==> src/rtl/seg7_if.sv <==
// Peripheral-side bundle for the multiplexed 7-segment driver:
// CPU register inputs toward the driver, scanned display lines back out.
interface seg7_if #(
  parameter int DIGITS = 4
);
  logic                  load;
  logic [4*DIGITS-1:0]   data_in;
  logic [DIGITS-1:0]     dp_in;
  logic                  lz_blank;
  logic                  enable;
  logic [6:0]            seg;
  logic                  dp;
  logic [DIGITS-1:0]     an;
  logic                  frame_done;

  modport master (
    output load, data_in, dp_in,
    output lz_blank, enable,
    input  seg, dp, an, frame_done
  );

  modport slave (
    input  load, data_in, dp_in,
    input  lz_blank, enable,
    output seg, dp, an, frame_done
  );
endinterface

==> src/rtl/seg7_scan_driver.sv <==
// Time-multiplexed hex display driver; new data is double-buffered
// and only swapped in at a frame boundary so digits never tear.
module seg7_scan_driver #(
  parameter int DIGITS         = 4,
  parameter int SCAN_DIV       = 100000,
  parameter bit SEG_ACTIVE_LOW = 1'b1,
  parameter bit AN_ACTIVE_LOW  = 1'b1
) (
  input  logic   clk,
  input  logic   reset,
  seg7_if.slave  bus
);

  localparam int PW =
    (SCAN_DIV > 1) ? $clog2(SCAN_DIV) : 1;
  localparam int IW =
    (DIGITS > 1) ? $clog2(DIGITS) : 1;

  localparam logic [6:0] SEG_OFF =
    SEG_ACTIVE_LOW ? 7'h7F : 7'h00;
  localparam logic DP_OFF =
    SEG_ACTIVE_LOW ? 1'b1 : 1'b0;
  localparam logic [DIGITS-1:0] AN_OFF =
    AN_ACTIVE_LOW ? '1 : '0;

  logic [PW-1:0]            r_pcnt;
  logic [IW-1:0]            r_idx;
  logic [DIGITS-1:0][3:0]   r_act;
  logic [DIGITS-1:0][3:0]   r_pend;
  logic [DIGITS-1:0]        r_act_dp;
  logic [DIGITS-1:0]        r_pend_dp;
  logic                     r_pend_vld;

  logic [6:0]               r_seg;
  logic                     r_dp;
  logic [DIGITS-1:0]        r_an;
  logic                     r_fdone;

  logic                     w_tc;
  logic                     w_last;
  logic                     w_frame;
  logic [3:0]               w_nib;
  logic                     w_hi_nz;
  logic                     w_blank;
  logic [6:0]               w_seg;
  logic                     w_dp;
  logic [DIGITS-1:0]        w_an;

  function automatic logic [6:0] f_hex(
    input logic [3:0] n
  );
    logic [6:0] s;
    unique case (n)
      4'h0: s = 7'h3F;
      4'h1: s = 7'h06;
      4'h2: s = 7'h5B;
      4'h3: s = 7'h4F;
      4'h4: s = 7'h66;
      4'h5: s = 7'h6D;
      4'h6: s = 7'h7D;
      4'h7: s = 7'h07;
      4'h8: s = 7'h7F;
      4'h9: s = 7'h6F;
      4'hA: s = 7'h77;
      4'hB: s = 7'h7C;
      4'hC: s = 7'h39;
      4'hD: s = 7'h5E;
      4'hE: s = 7'h79;
      4'hF: s = 7'h71;
    endcase
    return s;
  endfunction

  assign w_tc    = (r_pcnt == PW'(SCAN_DIV - 1));
  assign w_last  = (r_idx == IW'(DIGITS - 1));
  assign w_frame = w_tc && w_last;

  always_ff @(posedge clk or posedge reset) begin
    if (reset) begin
      r_pcnt <= '0;
      r_idx  <= '0;
    end else begin
      r_pcnt <= w_tc ? '0 : r_pcnt + 1'b1;
      if (w_tc)
        r_idx <= w_last ? '0 : r_idx + 1'b1;
    end
  end

  // A load on the commit edge itself lands in pending for the next frame.
  always_ff @(posedge clk or posedge reset) begin
    if (reset) begin
      r_act      <= '0;
      r_act_dp   <= '0;
      r_pend     <= '0;
      r_pend_dp  <= '0;
      r_pend_vld <= 1'b0;
    end else begin
      if (bus.load) begin
        r_pend    <= bus.data_in;
        r_pend_dp <= bus.dp_in;
      end
      if (w_frame && r_pend_vld) begin
        r_act    <= r_pend;
        r_act_dp <= r_pend_dp;
      end
      if (bus.load)
        r_pend_vld <= 1'b1;
      else if (w_frame)
        r_pend_vld <= 1'b0;
    end
  end

  always_comb begin
    w_nib   = r_act[r_idx];
    w_hi_nz = 1'b0;
    for (int j = 0; j < DIGITS; j++) begin
      if (j >= int'(r_idx) && r_act[j] != 4'h0)
        w_hi_nz = 1'b1;
    end
    w_blank = bus.lz_blank &&
              (r_idx != '0) && !w_hi_nz;
    w_seg   = w_blank ? 7'h00 : f_hex(w_nib);
    w_dp    = r_act_dp[r_idx];
    w_an    = '0;
    w_an[r_idx] = 1'b1;
  end

  always_ff @(posedge clk or posedge reset) begin
    if (reset) begin
      r_seg   <= SEG_OFF;
      r_dp    <= DP_OFF;
      r_an    <= AN_OFF;
      r_fdone <= 1'b0;
    end else begin
      r_fdone <= w_frame;
      if (bus.enable) begin
        r_seg <= SEG_ACTIVE_LOW ? ~w_seg : w_seg;
        r_dp  <= SEG_ACTIVE_LOW ? ~w_dp : w_dp;
        r_an  <= AN_ACTIVE_LOW ? ~w_an : w_an;
      end else begin
        r_seg <= SEG_OFF;
        r_dp  <= DP_OFF;
        r_an  <= AN_OFF;
      end
    end
  end

  assign bus.seg        = r_seg;
  assign bus.dp         = r_dp;
  assign bus.an         = r_an;
  assign bus.frame_done = r_fdone;

endmodule

==> src/flat_wrapper.sv <==
// flat-port wrapper written by rule: the top's interface ports become plain ports
module seg7_scan_driver_flat 
#(
  parameter int DIGITS         = 4,
  parameter int SCAN_DIV       = 100000,
  parameter bit SEG_ACTIVE_LOW = 1'b1,
  parameter bit AN_ACTIVE_LOW  = 1'b1
)
  (clk, reset, bus_load, bus_data_in, bus_dp_in, bus_lz_blank, bus_enable, bus_seg, bus_dp, bus_an, bus_frame_done);
  seg7_if #(.DIGITS(DIGITS)) bus_i ();
  input  logic clk;
  input  logic reset;
  input wire logic [$bits(bus_i.load)-1:0] bus_load;
  input wire logic [$bits(bus_i.data_in)-1:0] bus_data_in;
  input wire logic [$bits(bus_i.dp_in)-1:0] bus_dp_in;
  input wire logic [$bits(bus_i.lz_blank)-1:0] bus_lz_blank;
  input wire logic [$bits(bus_i.enable)-1:0] bus_enable;
  output wire logic [$bits(bus_i.seg)-1:0] bus_seg;
  output wire logic [$bits(bus_i.dp)-1:0] bus_dp;
  output wire logic [$bits(bus_i.an)-1:0] bus_an;
  output wire logic [$bits(bus_i.frame_done)-1:0] bus_frame_done;
  assign bus_i.load = bus_load;
  assign bus_i.data_in = bus_data_in;
  assign bus_i.dp_in = bus_dp_in;
  assign bus_i.lz_blank = bus_lz_blank;
  assign bus_i.enable = bus_enable;
  assign bus_seg = bus_i.seg;
  assign bus_dp = bus_i.dp;
  assign bus_an = bus_i.an;
  assign bus_frame_done = bus_i.frame_done;
  seg7_scan_driver #(.DIGITS(DIGITS), .SCAN_DIV(SCAN_DIV), .SEG_ACTIVE_LOW(SEG_ACTIVE_LOW), .AN_ACTIVE_LOW(AN_ACTIVE_LOW)) u_core (.clk(clk), .reset(reset), .bus(bus_i));
endmodule
==> config.mk <==
export PLATFORM = sky130hd
export DESIGN_NAME = seg7_scan_driver_flat
export DESIGN_NICKNAME = d
export VERILOG_FILES = /design/src/rtl/seg7_if.sv /design/src/rtl/seg7_scan_driver.sv /design/src/flat_wrapper.sv
export SDC_FILE = /design/constraint.sdc
export NUM_CORES = 1
export LEC_CHECK = 0
export CAP_MARGIN = 10
export CORE_ASPECT_RATIO = 0.9
export CORE_MARGIN = 2
export CORE_UTILIZATION = 45
export DETAILED_ROUTE_END_ITERATION = 10
export PLACE_DENSITY = 0.7
export SLEW_MARGIN = 40
export SYNTH_ARGS = -nofsm -noshare
export SYNTH_HDL_FRONTEND = slang
export SYNTH_SLANG_ARGS = --single-unit
==> constraint.sdc <==
create_clock -name clk -period 2.4 [get_ports clk]
set_input_delay 0.48 -clock clk [delete_from_list [all_inputs] [get_ports clk]]
set_output_delay 0.48 -clock clk [all_outputs]
set_load 0.005 [all_outputs]
== Word-level counts from Yosys, hierarchy flattened ==
Memories as Yosys holds them, arrays and structs flattened.
Index checks and enable logic that the tools add are counted.

* Register bits: 73
* Latch bits: 0
* Bits in writable memories: 0
* Memory bits (read-only): 112
* Input port bits: 25
* Output and inout bits: 13
* Word-level logic and storage cells: 63
* Memories kept: 1

* Add/subtract/negate cells: 2
* Multipliers: 0
* Divide/modulo/power cells: 0
* $lt $le $gt $ge: 5
* Eq/ne operators: 2
* Shift-type cells: 0
* Muxes and demuxes: 18
* Bitwise operators: 3
* Reduce and logical (&&, ||, !) cells: 15

{| class="wikitable"
|+ Memory list
! name !! words !! bits a word !! rd ports !! clocked after Yosys merged registers in !! write ports !! line !! RTL
|-
| (no name shown) || 16 || 7 || 1 || 0 || 0 || seg7_scan_driver.sv:53 || <nowiki>unique case (n)</nowiki>
|}

{| class="wikitable"
|+ Operators with widths
! kind !! number
|-
| adder 17 x 1 -> 17 bit, second input constant || 1
|-
| equality test 17 bit, second input constant || 1
|-
| two-way mux 17 bit || 1
|-
| nonzero test 4 bit || 4
|-
| two-way mux 7 bit || 2
|-
| two-way mux 1 bit || 9
|-
| binary-select mux 4 bit (select 2 bit) || 1
|-
| logical AND 1 bit || 8
|-
| two-way mux 4 bit || 2
|-
| NOT 7 bit || 1
|-
| greater-or-equal comparator 1 x 2 -> 1 bit, first input constant || 2
|-
| NOT 4 bit || 1
|-
| nonzero test 2 bit || 2
|-
| < comparator 2 x 3 -> 1 bit, second input constant || 1
|-
| adder 2 x 1 -> 2 bit, second input constant || 1
|-
| binary-select mux 1 bit (select 2 bit) || 1
|-
| demux 1 bit (select 2 bit) || 1
|-
| equality test 2 bit, second input constant || 1
|-
| greater-or-equal comparator 2 x 1 -> 1 bit, second input constant || 1
|-
| greater-or-equal comparator 2 bit, first input constant || 1
|-
| two-way mux 2 bit || 1
|-
| zero test 1 bit || 1
|-
| NOT 1 bit || 1
|}

== Depth between registers and ports, before layout ==
Gate-level depths: netlist (run 1).

* Word-level depth: 11
* Mapped depth: 7
* Depth with buffers taken out: 6

== Worst setup path after synthesis (run 1) ==
Ideal clock, no wire load.

* Path type: register to register
* Start: register u_core.r_idx[1]
* End: register u_core.r_seg[1], in the netlist u_core.bus.seg[1]
* Setup time: 0.081 ns
* Data arrival time: 2.004 ns
* Data required time: 2.319 ns
* Slack: 0.315 ns
* Cell stages (with the launch flop): 7
* Buffers on the path: 1
* Clock period less this slack: 2.085 ns
* Cell sequence: dfrtp_1 clkbuf_1 inv_1 ha_1 or4b_1 o41a_1 o211ai_1

* Longest elaborated chain between the ends: 11
* Elaborated cells between the ends (all ways): 20
* Classes of those cells: order compare: 3; mux: 8; bitwise: 1; reduce/logical: 7; memory: 1

{| class="wikitable"
|+ RTL lines
! element !! line !! RTL
|-
| start: declaration || seg7_scan_driver.sv:27 || <nowiki>logic [IW-1:0] r_idx;</nowiki>
|-
| start signal: assignment || seg7_scan_driver.sv:85 || <nowiki>r_idx <= w_last ? '0 : r_idx + 1'b1;</nowiki>
|-
| greater-or-equal comparator 1 x 2 -> 1 bit || seg7_scan_driver.sv:117 || <nowiki>if (j >= int'(r_idx) && r_act[j] != 4'h0)</nowiki>
|-
| logical AND 1 bit || seg7_scan_driver.sv:117 ||
|-
| two-way mux 1 bit (4 in series) || seg7_scan_driver.sv:117 ||
|-
| zero test 1 bit || seg7_scan_driver.sv:121 || <nowiki>(r_idx != '0) && !w_hi_nz;</nowiki>
|-
| logical AND 1 bit || seg7_scan_driver.sv:121 ||
|-
| two-way mux 7 bit * || seg7_scan_driver.sv:122 || <nowiki>w_seg = w_blank ? 7'h00 : f_hex(w_nib);</nowiki>
|-
| NOT 7 bit * || seg7_scan_driver.sv:137 || <nowiki>r_seg <= SEG_ACTIVE_LOW ? ~w_seg : w_seg;</nowiki>
|-
| two-way mux 7 bit * || seg7_scan_driver.sv:136 || <nowiki>if (bus.enable) begin</nowiki>
|-
| end signal: assignment || seg7_scan_driver.sv:137 ||
|-
| end: declaration || seg7_scan_driver.sv:34 || <nowiki>logic [6:0] r_seg;</nowiki>
|}

Mark *: on every way between the ends. The rest lies on a longest branch, timed or not. The select of a mux whose other input is x is not followed.
A chain may end at the register's enable or synchronous reset.

== Worst setup path in the final report (run 1) ==
* Start: register u_core.r_pcnt[0]
* End: register u_core.r_act[15] (netlist name)

* Longest elaborated chain between the ends: 3

{| class="wikitable"
|+ RTL lines
! element !! line !! RTL
|-
| start: declaration || seg7_scan_driver.sv:26 || <nowiki>logic [PW-1:0] r_pcnt;</nowiki>
|-
| start signal: assignment || seg7_scan_driver.sv:83 || <nowiki>r_pcnt <= w_tc ? '0 : r_pcnt + 1'b1;</nowiki>
|-
| equality test 17 bit || seg7_scan_driver.sv:74 || <nowiki>assign w_tc = (r_pcnt == PW'(SCAN_DIV - 1));</nowiki>
|-
| logical AND 1 bit || seg7_scan_driver.sv:76 || <nowiki>assign w_frame = w_tc && w_last;</nowiki>
|-
| logical AND 1 bit || seg7_scan_driver.sv:102 || <nowiki>if (w_frame && r_pend_vld) begin</nowiki>
|-
| end signal: assignment || seg7_scan_driver.sv:103 || <nowiki>r_act <= r_pend;</nowiki>
|-
| end: declaration || seg7_scan_driver.sv:28 || <nowiki>logic [DIGITS-1:0][3:0] r_act;</nowiki>
|}

Every way passes these cells.

==> run metrics, run 1 <==
post-layout minimum cycle time=approximately 2100 ps; master cell of the clock root buffer=sky130_fd_sc_hd__clkbuf_8; post-CTS repair timing setup buffer count=0; worst relative slew slack=64.5%; area taken by multi-input logic gates=between 0.0015 and 0.002 mm²; full die area=approximately 0.0084 mm²; Critical Path Max Stage Delay=a little under 400 ps; Final Hold Vio Count=0; measured slew at the worst slew-check pin=about 530 ps; clock net sink count=73; Synth-to-Final Area Change=20.2%; count leader, synth=sky130_fd_sc_hd__dfrtp_1; leading post-synthesis cells by instance count=sky130_fd_sc_hd__dfrtp_1, sky130_fd_sc_hd__mux2_2, sky130_fd_sc_hd__mux2_4; cell depth of the worst hold path=1; hold bufs inserted after CTS=0; Worst Setup Path Type=reg2reg; starting density of the core=a little under half; share of final-layout standard cells stronger than drive strength 1=just under 30%; number of cells on the worst reg-to-reg path=6; slowest CP cell=sky130_fd_sc_hd__dfrtp_1; Worst Hold End=u_core.r_pcnt[0]$_DFF_PP0_; port bufs=37; number of DRC violations after detailed routing=0; detailed placement HPWL=slightly below 4 mm; CP Capture Type=register; total track usage=15.3%; share of flip-flops with an asynchronous set or reset=between 90% and 100%; skew final=between 9 and 10 ps; clock transition at the register clock pins on the worst setup and hold paths after CTS=70 ps; largest net degree at the start of global routing=between 70 and 80; buffers from clock root to sink, at most=2; warning count from the yosys run=0; status=finished clean; Vert. Die Dim=87.1 µm; gpl congestion=about 0.73; drt first pass iters=4; required time at the worst-slack endpoint=2620 ps; vias=approximately 2000; final hold slack=a little under 500 ps; library cell occupying the most area in the post-synthesis netlist=sky130_fd_sc_hd__dfrtp_1; worst-case vdd ir drop=0.000348 V; overflow left after global routing=0; Reg2Reg Setup Slack=between 300 and 400 ps; final worst path period share=approximately 87%; type of origin of the critical path=register; PD cells=589 mW/mm²; synthesized area divided by synthesized cell count=~14 µm²; number of violations reported at the end of detailed-routing iteration 0=96; I/O pin total=38; post-detailed-route via-to-cell ratio=5.03; sum of negative setup slack=0 ps; via count of the first global-routing pass=~1900; Post-Syn Nets=between 200 and 300; sequential-to-total area share from yosys stat=between 50% and 60%; worst reg2reg endpoint=u_core.r_act[15]$_DFFE_PP0P_; FF/Latch Area=~0.0018 mm²; top post-synthesis cells by area=sky130_fd_sc_hd__dfrtp_1, sky130_fd_sc_hd__dfstp_2, sky130_fd_sc_hd__mux2_4; Antenna Violating Nets Remaining=0; number of inserted diodes=0; wire length after detailed routing=roughly 5.6 mm; Pleak=0.00181 µW; quantity of gates resized following cts=0; wire length per cell after detailed routing=14.1 µm; top_reg_cell synth=sky130_fd_sc_hd__dfrtp_1; overall die width=slightly below 100 µm; top achievable clock speed=approximately 0.48 GHz; Clk Latency, worst-skew pair=340 ps; layout filler cell count=659; crit path cell chain=ha_1, and3_1, nand3_4, nor4_4, buf_12, mux2_4; max-capacitance violation count=0; area share of the largest cell type after synthesis=about 44%; number of slew-limit violations in the final report=0; #FFs+latches synth=between 70 and 80; maximum fanout along the worst path=20; number of flops mapped to enable cells by yosys=0; critical path data arrival time=2300 ps; post-synthesis cell type count=47; number of setup violations in the final report=0; number of rows in the core area=30; synthesized area=~0.0035 mm²; number of antenna violations at the first check in global routing=0; area inside the core boundary=around 0.0075 mm²; TritonCTS buffer count=9; layout net count=333; total number of H-tree levels=3; wire length of the first global-routing pass=slightly below 10 mm; RSZ-0062 raised after global routing=false; hold wc startpoint=u_core.r_pcnt[0]$_DFF_PP0_; gate count after technology mapping=between 200 and 300; clock tree from TritonCTS=done; classification of the worst-slack hold path=reg2reg; reg-to-reg critical path startpoint=u_core.r_pcnt[0]$_DFF_PP0_
-- cell type report --
type | instances | share of cell area, %
clock buffer | 10 | 3.07
sequential | 73 | 44.4
multi-input combinational | 160 | 36.3
clock inverter | 6 | 1.99
tap | 96 | 2.89
timing repair buffer | 43 | 10.6
inverter | 9 | 0.814
-- cells in the final DEF, fill, tap and decap left out, types with 2 or more instances in the layout --
cell type / n
sky130_fd_sc_hd__nor3_1: 5
sky130_fd_sc_hd__or4_1: 2
sky130_fd_sc_hd__mux2_1: 2
sky130_fd_sc_hd__a21oi_1: 3
sky130_fd_sc_hd__nor2b_1: 2
sky130_fd_sc_hd__nor4_1: 2
sky130_fd_sc_hd__clkbuf_8: 9
sky130_fd_sc_hd__buf_12: 2
sky130_fd_sc_hd__ha_1: 12
sky130_fd_sc_hd__mux2_2: 20
sky130_fd_sc_hd__o21ai_1: 4
sky130_fd_sc_hd__buf_4: 4
sky130_fd_sc_hd__dfrtp_1: 61
sky130_fd_sc_hd__and3_1: 3
sky130_fd_sc_hd__dfstp_2: 12
sky130_fd_sc_hd__or2_0: 2
sky130_fd_sc_hd__clkinv_2: 3
sky130_fd_sc_hd__bufinv_16: 2
sky130_fd_sc_hd__o211ai_1: 3
sky130_fd_sc_hd__mux2_4: 20
sky130_fd_sc_hd__inv_1: 8
sky130_fd_sc_hd__xor2_1: 11
sky130_fd_sc_hd__xnor2_1: 6
sky130_fd_sc_hd__nor2_1: 10
sky130_fd_sc_hd__nand4_1: 5
sky130_fd_sc_hd__mux4_2: 6
sky130_fd_sc_hd__nand2_1: 13
sky130_fd_sc_hd__nand3_1: 8
sky130_fd_sc_hd__clkdlybuf4s50_1: 37
-- per-stage QoR --
stage | util (%) | area [µm²] | total power (µW) | worst slack (ps) | cells
4_1_cts | 55.3 | 4150 | 2480 | 322 | 397
5_1_grt | 55.3 | 4150 | 2560 | 202 | 397
6_report | 55.3 | 4150 | 2450 | 318 | 397
3_3_place_gp | 52.5 | 3940 | 1450 | 278 | 381
3_5_place_dp | 52.5 | 3940 | 1450 | 283 | 381
2_1_floorplan | - | 3450 | 1380 | 86.6 | 251
-- cells by family (layout without fill, tap and decap cells) --
kind of cell / Yosys count / count (layout) / share of synthesized area [%]
flip-flops: 73 / 73 / 53.3
AND/OR/NAND/NOR: 64 / 64 / 11.3
multiplexers: 49 / 49 / 20.1
AO/OA/AOI/OAI: 18 / 18 / 3.59
buffers and inverters: 18 / 68 / 3.08
XOR/XNOR: 17 / 17 / 4.31
adder cells (fa/ha/maj): 12 / 12 / 4.35
-- metal layers --
| layer | GRT usage (%) | up-vias | part of all wire, % |
|---|---|---|---|
| li1 | - | 983 | - |
| met1 | 23.8 | 959 | 53 |
| met2 | 20.3 | 45 | 41 |
| met3 | 3.20 | 8 | 4.1 |
| met4 | 6.91 | 0 | 1.7 |
| met5 | 0 | - | 0 |
-- power by group --
| part | total, µW | internal (µW) | switching, µW |
|---|---|---|---|
| clock network | 1020 | 580 | 441 |
| registers | 1290 | 1270 | 18.7 |
| logic | 131 | 81.9 | 49.4 |
-- sequential cells by signal, indices dropped and copies added (netlist names), 2 cells and up --
| signal | count |
|---|---|
| u_core.bus.an | 4 |
| u_core.bus.seg | 7 |
| u_core.r_act | 16 |
| u_core.r_act_dp | 4 |
| u_core.r_idx | 2 |
| u_core.r_pcnt | 17 |
| u_core.r_pend | 16 |
| u_core.r_pend_dp | 4 |
-- worst max-delay path by stage --
stage / startpoint / end / slack (ps) / cells past startpoint
after floorplan: reset / u_core.bus.frame_done$_DFF_PP0_ / 90 / 1
after global placement: bus_lz_blank / u_core.bus.seg[1]$_DFF_PP1_ / 280 / 4
after detailed placement: bus_lz_blank / u_core.bus.seg[1]$_DFF_PP1_ / 280 / 4
after CTS: u_core.r_pcnt[0]$_DFF_PP0_ / u_core.r_act[15]$_DFFE_PP0P_ / 320 / 6
after global routing: u_core.r_pcnt[0]$_DFF_PP0_ / u_core.r_act[15]$_DFFE_PP0P_ / 200 / 6
final: u_core.r_pcnt[0]$_DFF_PP0_ / u_core.r_act[15]$_DFFE_PP0P_ / 320 / 6
-- worst max-delay path: cells and delay by family (launching register included) --
kind	cells	cell delay [ps]
DFF	1	390
buffers and inverters	1	230
adders and majority gates	1	200
and+or+nand+nor	3	810
muxes	1	310
Note: power is estimated with default switching activity, not from simulation.
==> run 2, diff against run 1 <==
--- a/config.mk
+++ b/config.mk
@@ -6,11 +6,12 @@
 export NUM_CORES = 1
 export LEC_CHECK = 0
 export CAP_MARGIN = 10
-export CORE_ASPECT_RATIO = 0.9
 export CORE_MARGIN = 2
 export CORE_UTILIZATION = 45
+export CTS_BUF_LIST = sky130_fd_sc_hd__clkbuf_8
 export DETAILED_ROUTE_END_ITERATION = 10
 export PLACE_DENSITY = 0.7
+export REMOVE_ABC_BUFFERS = 1
 export SLEW_MARGIN = 40
 export SYNTH_ARGS = -nofsm -noshare
 export SYNTH_HDL_FRONTEND = slang
==> run metrics, run 2 (synthesized netlist as in run 1, its figures left out) <==
setup ws final=roughly 350 ps; placement-stage worst setup slack=about 280 ps; portion of total power attributed to combinational logic=between 5 and 6%; post-detailed-route via-to-cell ratio=slightly above 5; CP Capture Type=register; number of antenna violations at the first check in global routing=0; post-CTS repair timing setup buffer count=0; skew final=~12 ps; worst relative slew slack=between 60% and 70%; required time at the worst-slack endpoint=around 2600 ps; clock tree from TritonCTS=done; Final Hold Vio Count=0; max-capacitance violation count=0; placed cell areas=~0.004 mm²; Biggest register=u_core.r_pcnt; worst-case vdd ir drop=0.000349 V; classification of the worst-slack hold path=reg2reg; commonest cells after routing, fill and taps aside=sky130_fd_sc_hd__dfrtp_1, sky130_fd_sc_hd__clkdlybuf4s50_1, sky130_fd_sc_hd__mux2_4, sky130_fd_sc_hd__mux2_2, sky130_fd_sc_hd__nand2_1; number of violations reported at the end of detailed-routing iteration 0=51; layout filler cell count=593; TritonCTS buffer count=9; largest delay contributor family on the critical path=simple AND/OR/NAND/NOR gates; post-layout minimum cycle time=~2100 ps; wire length of the first global-routing pass=9.69 mm; wire length after detailed routing=approximately 5.6 mm; master cell of the clock root buffer=sky130_fd_sc_hd__clkbuf_8; number of buffer and inverter instances along the worst setup path=1; total track usage=about 15%; number of rows in the core area=31; maximum fanout along the worst path=20; hold bufs inserted after CTS=0; critical path data arrival time=2280 ps; number of setup violations in the final report=0; Worst Setup Path Type=reg2reg; measured slew at the worst slew-check pin=between 400 and 500 ps; final worst path period share=between 80 and 90%; vias=2034; Synth-to-Final Area Change=19.6%; commonest non-fill, non-tap cell in the layout=sky130_fd_sc_hd__dfrtp_1; number of DRC violations after detailed routing=0; clock net sink count=73; quantity of gates resized following cts=0; crit path cell chain=ha_1, and3_1, nand3_4, nor4_4, buf_12, mux2_4; Clk Latency, worst-skew pair=350 ps; share of final-layout standard cells stronger than drive strength 1=between 20 and 30%; largest registers=u_core.r_pcnt x17, u_core.r_act x16, u_core.r_pend x16; Antenna Violating Nets Remaining=0; fraction of power consumed by the clock network=39.7%; number of inserted diodes=0; detailed placement HPWL=3.89 mm; Pleak=between 0.0015 and 0.002 µW; Final Instance Count excl. Fillers=399; overflow left after global routing=0; layout net count=about 330; Critical Path Max Stage Delay=390 ps; sequential power share=a little over half; full die area=0.00839 mm²; PD cells=between 500 and 600 mW/mm²; buffers from clock root to sink, at most=2; clock transition at the register clock pins on the worst setup and hold paths after CTS=70 ps; via count of the first global-routing pass=approximately 2000; Switch Pwr=~530 µW; largest net degree at the start of global routing=74; number of slew-limit violations in the final report=0; number of flip-flops under the largest register name=17; cell area after layout=roughly 0.0041 mm²; gpl congestion=0.762; RSZ-0062 raised after global routing=false; I/O pin total=38; Placed Instances=between 300 and 400; drt first pass iters=4; switching power as a share of total power=between 20% and 30%; overall die width=around 90 µm; total internal power=1840 µW; wire length per cell after detailed routing=between 10 and 15 µm; starting density of the core=a little under half; slowest CP cell=sky130_fd_sc_hd__dfrtp_1; area inside the core boundary=approximately 0.0073 mm²; status=finished clean; port bufs=37; type of origin of the critical path=register; total number of H-tree levels=3; Vert. Die Dim=about 92 µm; sum of negative setup slack=0 ps; top achievable clock speed=approximately 0.49 GHz
==> run 2: cell count changes in the layout (fill, tap and decap cells not counted), sizes merged <==
| cell | before | now |
|---|---|---|
| clkbuf | 10 | 9 |
| buf | 6 | 5 |
| clkinv | 3 | 4 |
| inv | 9 | 10 |
| bufinv | 2 | 1 |
==> run 2: path summary, 6_finish.rpt <==
check / startpoint / endpoint / slack, ps / cells past startpoint
min: u_core.r_pcnt[0]$_DFF_PP0_ / u_core.r_pcnt[0]$_DFF_PP0_ / 490 / 1
max in group asynchronous: reset / u_core.bus.seg[1]$_DFF_PP1_ / 1540 / 3
max: u_core.r_pcnt[0]$_DFF_PP0_ / u_core.r_act[0]$_DFFE_PP0P_ / 350 / 6
min in group asynchronous: reset / u_core.r_pcnt[7]$_DFF_PP0_ / 530 / 3
max reg2reg: u_core.r_pcnt[0]$_DFF_PP0_ / u_core.r_act[0]$_DFFE_PP0P_ / 350 / 6
min reg2reg: u_core.r_pcnt[0]$_DFF_PP0_ / u_core.r_pcnt[0]$_DFF_PP0_ / 490 / 1
==> run 2: metal layers <==
layer  wire length (µm)  share of wire [%]  up-vias  track usage (%)
li1                   -                  -      984                -
met1               2720                 49     1007             20.2
met2               2550                 46       34             22.3
met3                171                3.1        9             2.90
met4                140                2.5        0             8.21
met5                  0                  0        -                0
==> run 2: stage by stage <==
| stage | utilization (%) | total power [µW] | hold WS [ps] |
|---|---|---|---|
| 2_1_floorplan | - | 1370 | 455 |
| 3_3_place_gp | 53.7 | 1450 | 477 |
| 3_5_place_dp | 53.7 | 1450 | 484 |
| 4_1_cts | 56.4 | 2390 | 494 |
| 5_1_grt | 56.4 | 2460 | 520 |
| 6_report | 56.4 | 2360 | 491 |
==> run 2: power by group through the flow <==
stage                     clock network (µW)  logic [µW]  registers [µW]
final                                    939         131            1290
after floorplan                            0        59.9            1310
after global routing                    1010         145            1300
after global placement                     0         132            1320
after CTS                                959         136            1290
after detailed placement                   0         135            1320
==> run 2: final cells by class <==
type	count	area, µm²	share of cell area, %
tap	99	124	3.00
multi-input combinational	160	1510	36.4
clock inverter	7	70.1	1.70
timing repair buffer	42	433	10.5
clock buffer	9	124	3.00
sequential	73	1840	44.6
inverter	9	33.8	0.818
==> run 3, diff against run 2 <==
--- a/config.mk
+++ b/config.mk
@@ -10,9 +10,8 @@
 export CORE_UTILIZATION = 45
 export CTS_BUF_LIST = sky130_fd_sc_hd__clkbuf_8
 export DETAILED_ROUTE_END_ITERATION = 10
-export PLACE_DENSITY = 0.7
+export PLACE_DENSITY = 0.67
 export REMOVE_ABC_BUFFERS = 1
-export SLEW_MARGIN = 40
 export SYNTH_ARGS = -nofsm -noshare
 export SYNTH_HDL_FRONTEND = slang
 export SYNTH_SLANG_ARGS = --single-unit
==> constraint.sdc (replaced) <==
create_clock -name clk -period 2.11 [get_ports clk]
set_input_delay 0.422 -clock clk [delete_from_list [all_inputs] [get_ports clk]]
set_output_delay 0.422 -clock clk [all_outputs]
set_load 0.005 [all_outputs]
==> run metrics, run 3 (synthesized netlist as in run 1, its figures left out) <==
status=finished clean; commonest cells after routing, fill and taps aside=sky130_fd_sc_hd__dfrtp_1, sky130_fd_sc_hd__clkdlybuf4s50_1, sky130_fd_sc_hd__mux2_4, sky130_fd_sc_hd__mux2_2, sky130_fd_sc_hd__nand2_1; worst-case vdd ir drop=just under 0.0005 V; maximum fanout along the worst path=7; area inside the core boundary=~0.0073 mm²; drt first pass iters=4; CP Capture Type=register; largest net degree at the start of global routing=74; Antenna Violating Nets Remaining=0; overflow left after global routing=0; via count of the first global-routing pass=about 2000; TritonCTS buffer count=9; Worst Setup Path Type=reg2reg; number of inserted diodes=0; number of violations reported at the end of detailed-routing iteration 0=109; commonest non-fill, non-tap cell in the layout=sky130_fd_sc_hd__dfrtp_1; wire length of the first global-routing pass=9.77 mm; worst relative slew slack=a little over three fifths; number of flip-flops under the largest register name=17; clock transition at the register clock pins on the worst setup and hold paths after CTS=roughly 80 ps; Final Hold Vio Count=0; quantity of gates resized following cts=0; full die area=0.00839 mm²; post-layout minimum cycle time=1990 ps; PD cells=approximately 660 mW/mm²; overall die width=roughly 92 µm; skew final=8.39 ps; total number of H-tree levels=3; total track usage=about 15%; wire length after detailed routing=approximately 5.8 mm; layout net count=~340; classification of the worst-slack hold path=in2async; vias=2030; required time at the worst-slack endpoint=about 2400 ps; cell area after layout=about 0.0042 mm²; number of antenna violations at the first check in global routing=0; gpl congestion=between 0.8 and 0.9; clock tree from TritonCTS=done; final core utilization=a little under three fifths; Placed Instances=just under 400; starting density of the core=47.1%; number of cells on the worst reg-to-reg path=5; Clk Latency, worst-skew pair=340 ps; wire length per cell after detailed routing=about 14 µm; total power after layout=approximately 2800 µW; post-detailed-route via-to-cell ratio=about 5.0; crit path cell chain=inv_1, ha_1, or4b_1, o41a_1, o211ai_1; Vert. Die Dim=~90 µm; placed cell areas=~0.004 mm²; Biggest register=u_core.r_pcnt; share of final-layout standard cells stronger than drive strength 1=30.4%; critical path data arrival time=2250 ps; Synth-to-Final Area Change=21.4%; port bufs=37; Critical Path Max Stage Delay=510 ps; final worst path period share=between 90% and 100%; clock net sink count=between 70 and 80; number of setup violations in the final report=0; Pleak=roughly 0.0018 µW; post-CTS repair timing setup buffer count=0; measured slew at the worst slew-check pin=about 560 ps; type of origin of the critical path=register; max-capacitance violation count=0; number of slew-limit violations in the final report=0; I/O pin total=38; buffers from clock root to sink, at most=2; RSZ-0062 raised after global routing=false; number of rows in the core area=31; top achievable clock speed=0.502 GHz; hold bufs inserted after CTS=0; detailed placement HPWL=4.12 mm; Final Instance Count excl. Fillers=405; number of DRC violations after detailed routing=0; slowest CP cell=sky130_fd_sc_hd__or4b_1; master cell of the clock root buffer=sky130_fd_sc_hd__clkbuf_8; largest registers=u_core.r_pcnt x17, u_core.r_act x16, u_core.r_pend x16
run 3: cell count changes in the layout (fill, tap and decap cells not counted), sizes merged:
cell / previous run / this run
buf: 5 / 11
clkinv: 4 / 3
bufinv: 1 / 2
run 3: path summary, 6_finish.rpt:
kind	end	slack, ps	start
worst max register to register	u_core.bus.seg[6]$_DFF_PP1_	120	u_core.r_idx[0]$_DFFE_PP0N_
min in group clk	u_core.r_pcnt[0]$_DFF_PP0_	490	u_core.r_pcnt[0]$_DFF_PP0_
worst max-delay path	u_core.bus.seg[6]$_DFF_PP1_	120	u_core.r_idx[0]$_DFFE_PP0N_
worst min register to register	u_core.r_pcnt[0]$_DFF_PP0_	490	u_core.r_pcnt[0]$_DFF_PP0_
worst min-delay path	u_core.r_pcnt[11]$_DFF_PP0_	480	reset
max in group asynchronous	u_core.bus.dp$_DFF_PP1_	1280	reset
run 3: critical path, delay by kind of cell (launching register included):
kind | cells | cell delay, ps
adder cells (fa/ha/maj) | 1 | 210
AO/OA/AOI/OAI | 2 | 650
flip-flops | 1 | 450
buffers and inverters | 1 | 90
AND/OR/NAND/NOR | 1 | 510
run 3: metrics by stage:
stage	setup slack [ps]	TNS (ps)	hold WS, ps
2_1_floorplan	-464	-18150	455
3_3_place_gp	67.0	0	472
5_1_grt	18.9	0	521
3_5_place_dp	47.1	0	488
6_report	116	0	476
4_1_cts	101	0	497
run 3: report_power, final:
group / switching, µW / total, µW / leakage, µW / internal [µW]
clock network: 501 / 1160 / 0.000110 / 655
logic: 56.1 / 149 / 0.000817 / 93.3
registers: 21.0 / 1470 / 0.000913 / 1450
total: 578 / 2780 / 0.00184 / 2200
run 3: final cells by class:
cell class | instances | area (µm²)
Multi-Input combinational cell | 160 | 1510
Clock buffer | 9 | 124
Fill cell | 592 | 3140
Clock inverter | 7 | 86.3
Tap cell | 99 | 124
Sequential cell | 73 | 1840
Timing Repair Buffer | 48 | 478
Inverter | 9 | 33.8
run 3: routing by layer:
layer / global-route usage [%] / up-vias / part of all wire (%)
met1: 22.1 / 1000 / 50
met5: 0 / - / 0
met3: 3.73 / 5 / 3.0
met2: 21.6 / 35 / 46
li1: - / 990 / -
met4: 5.68 / 0 / 1.4
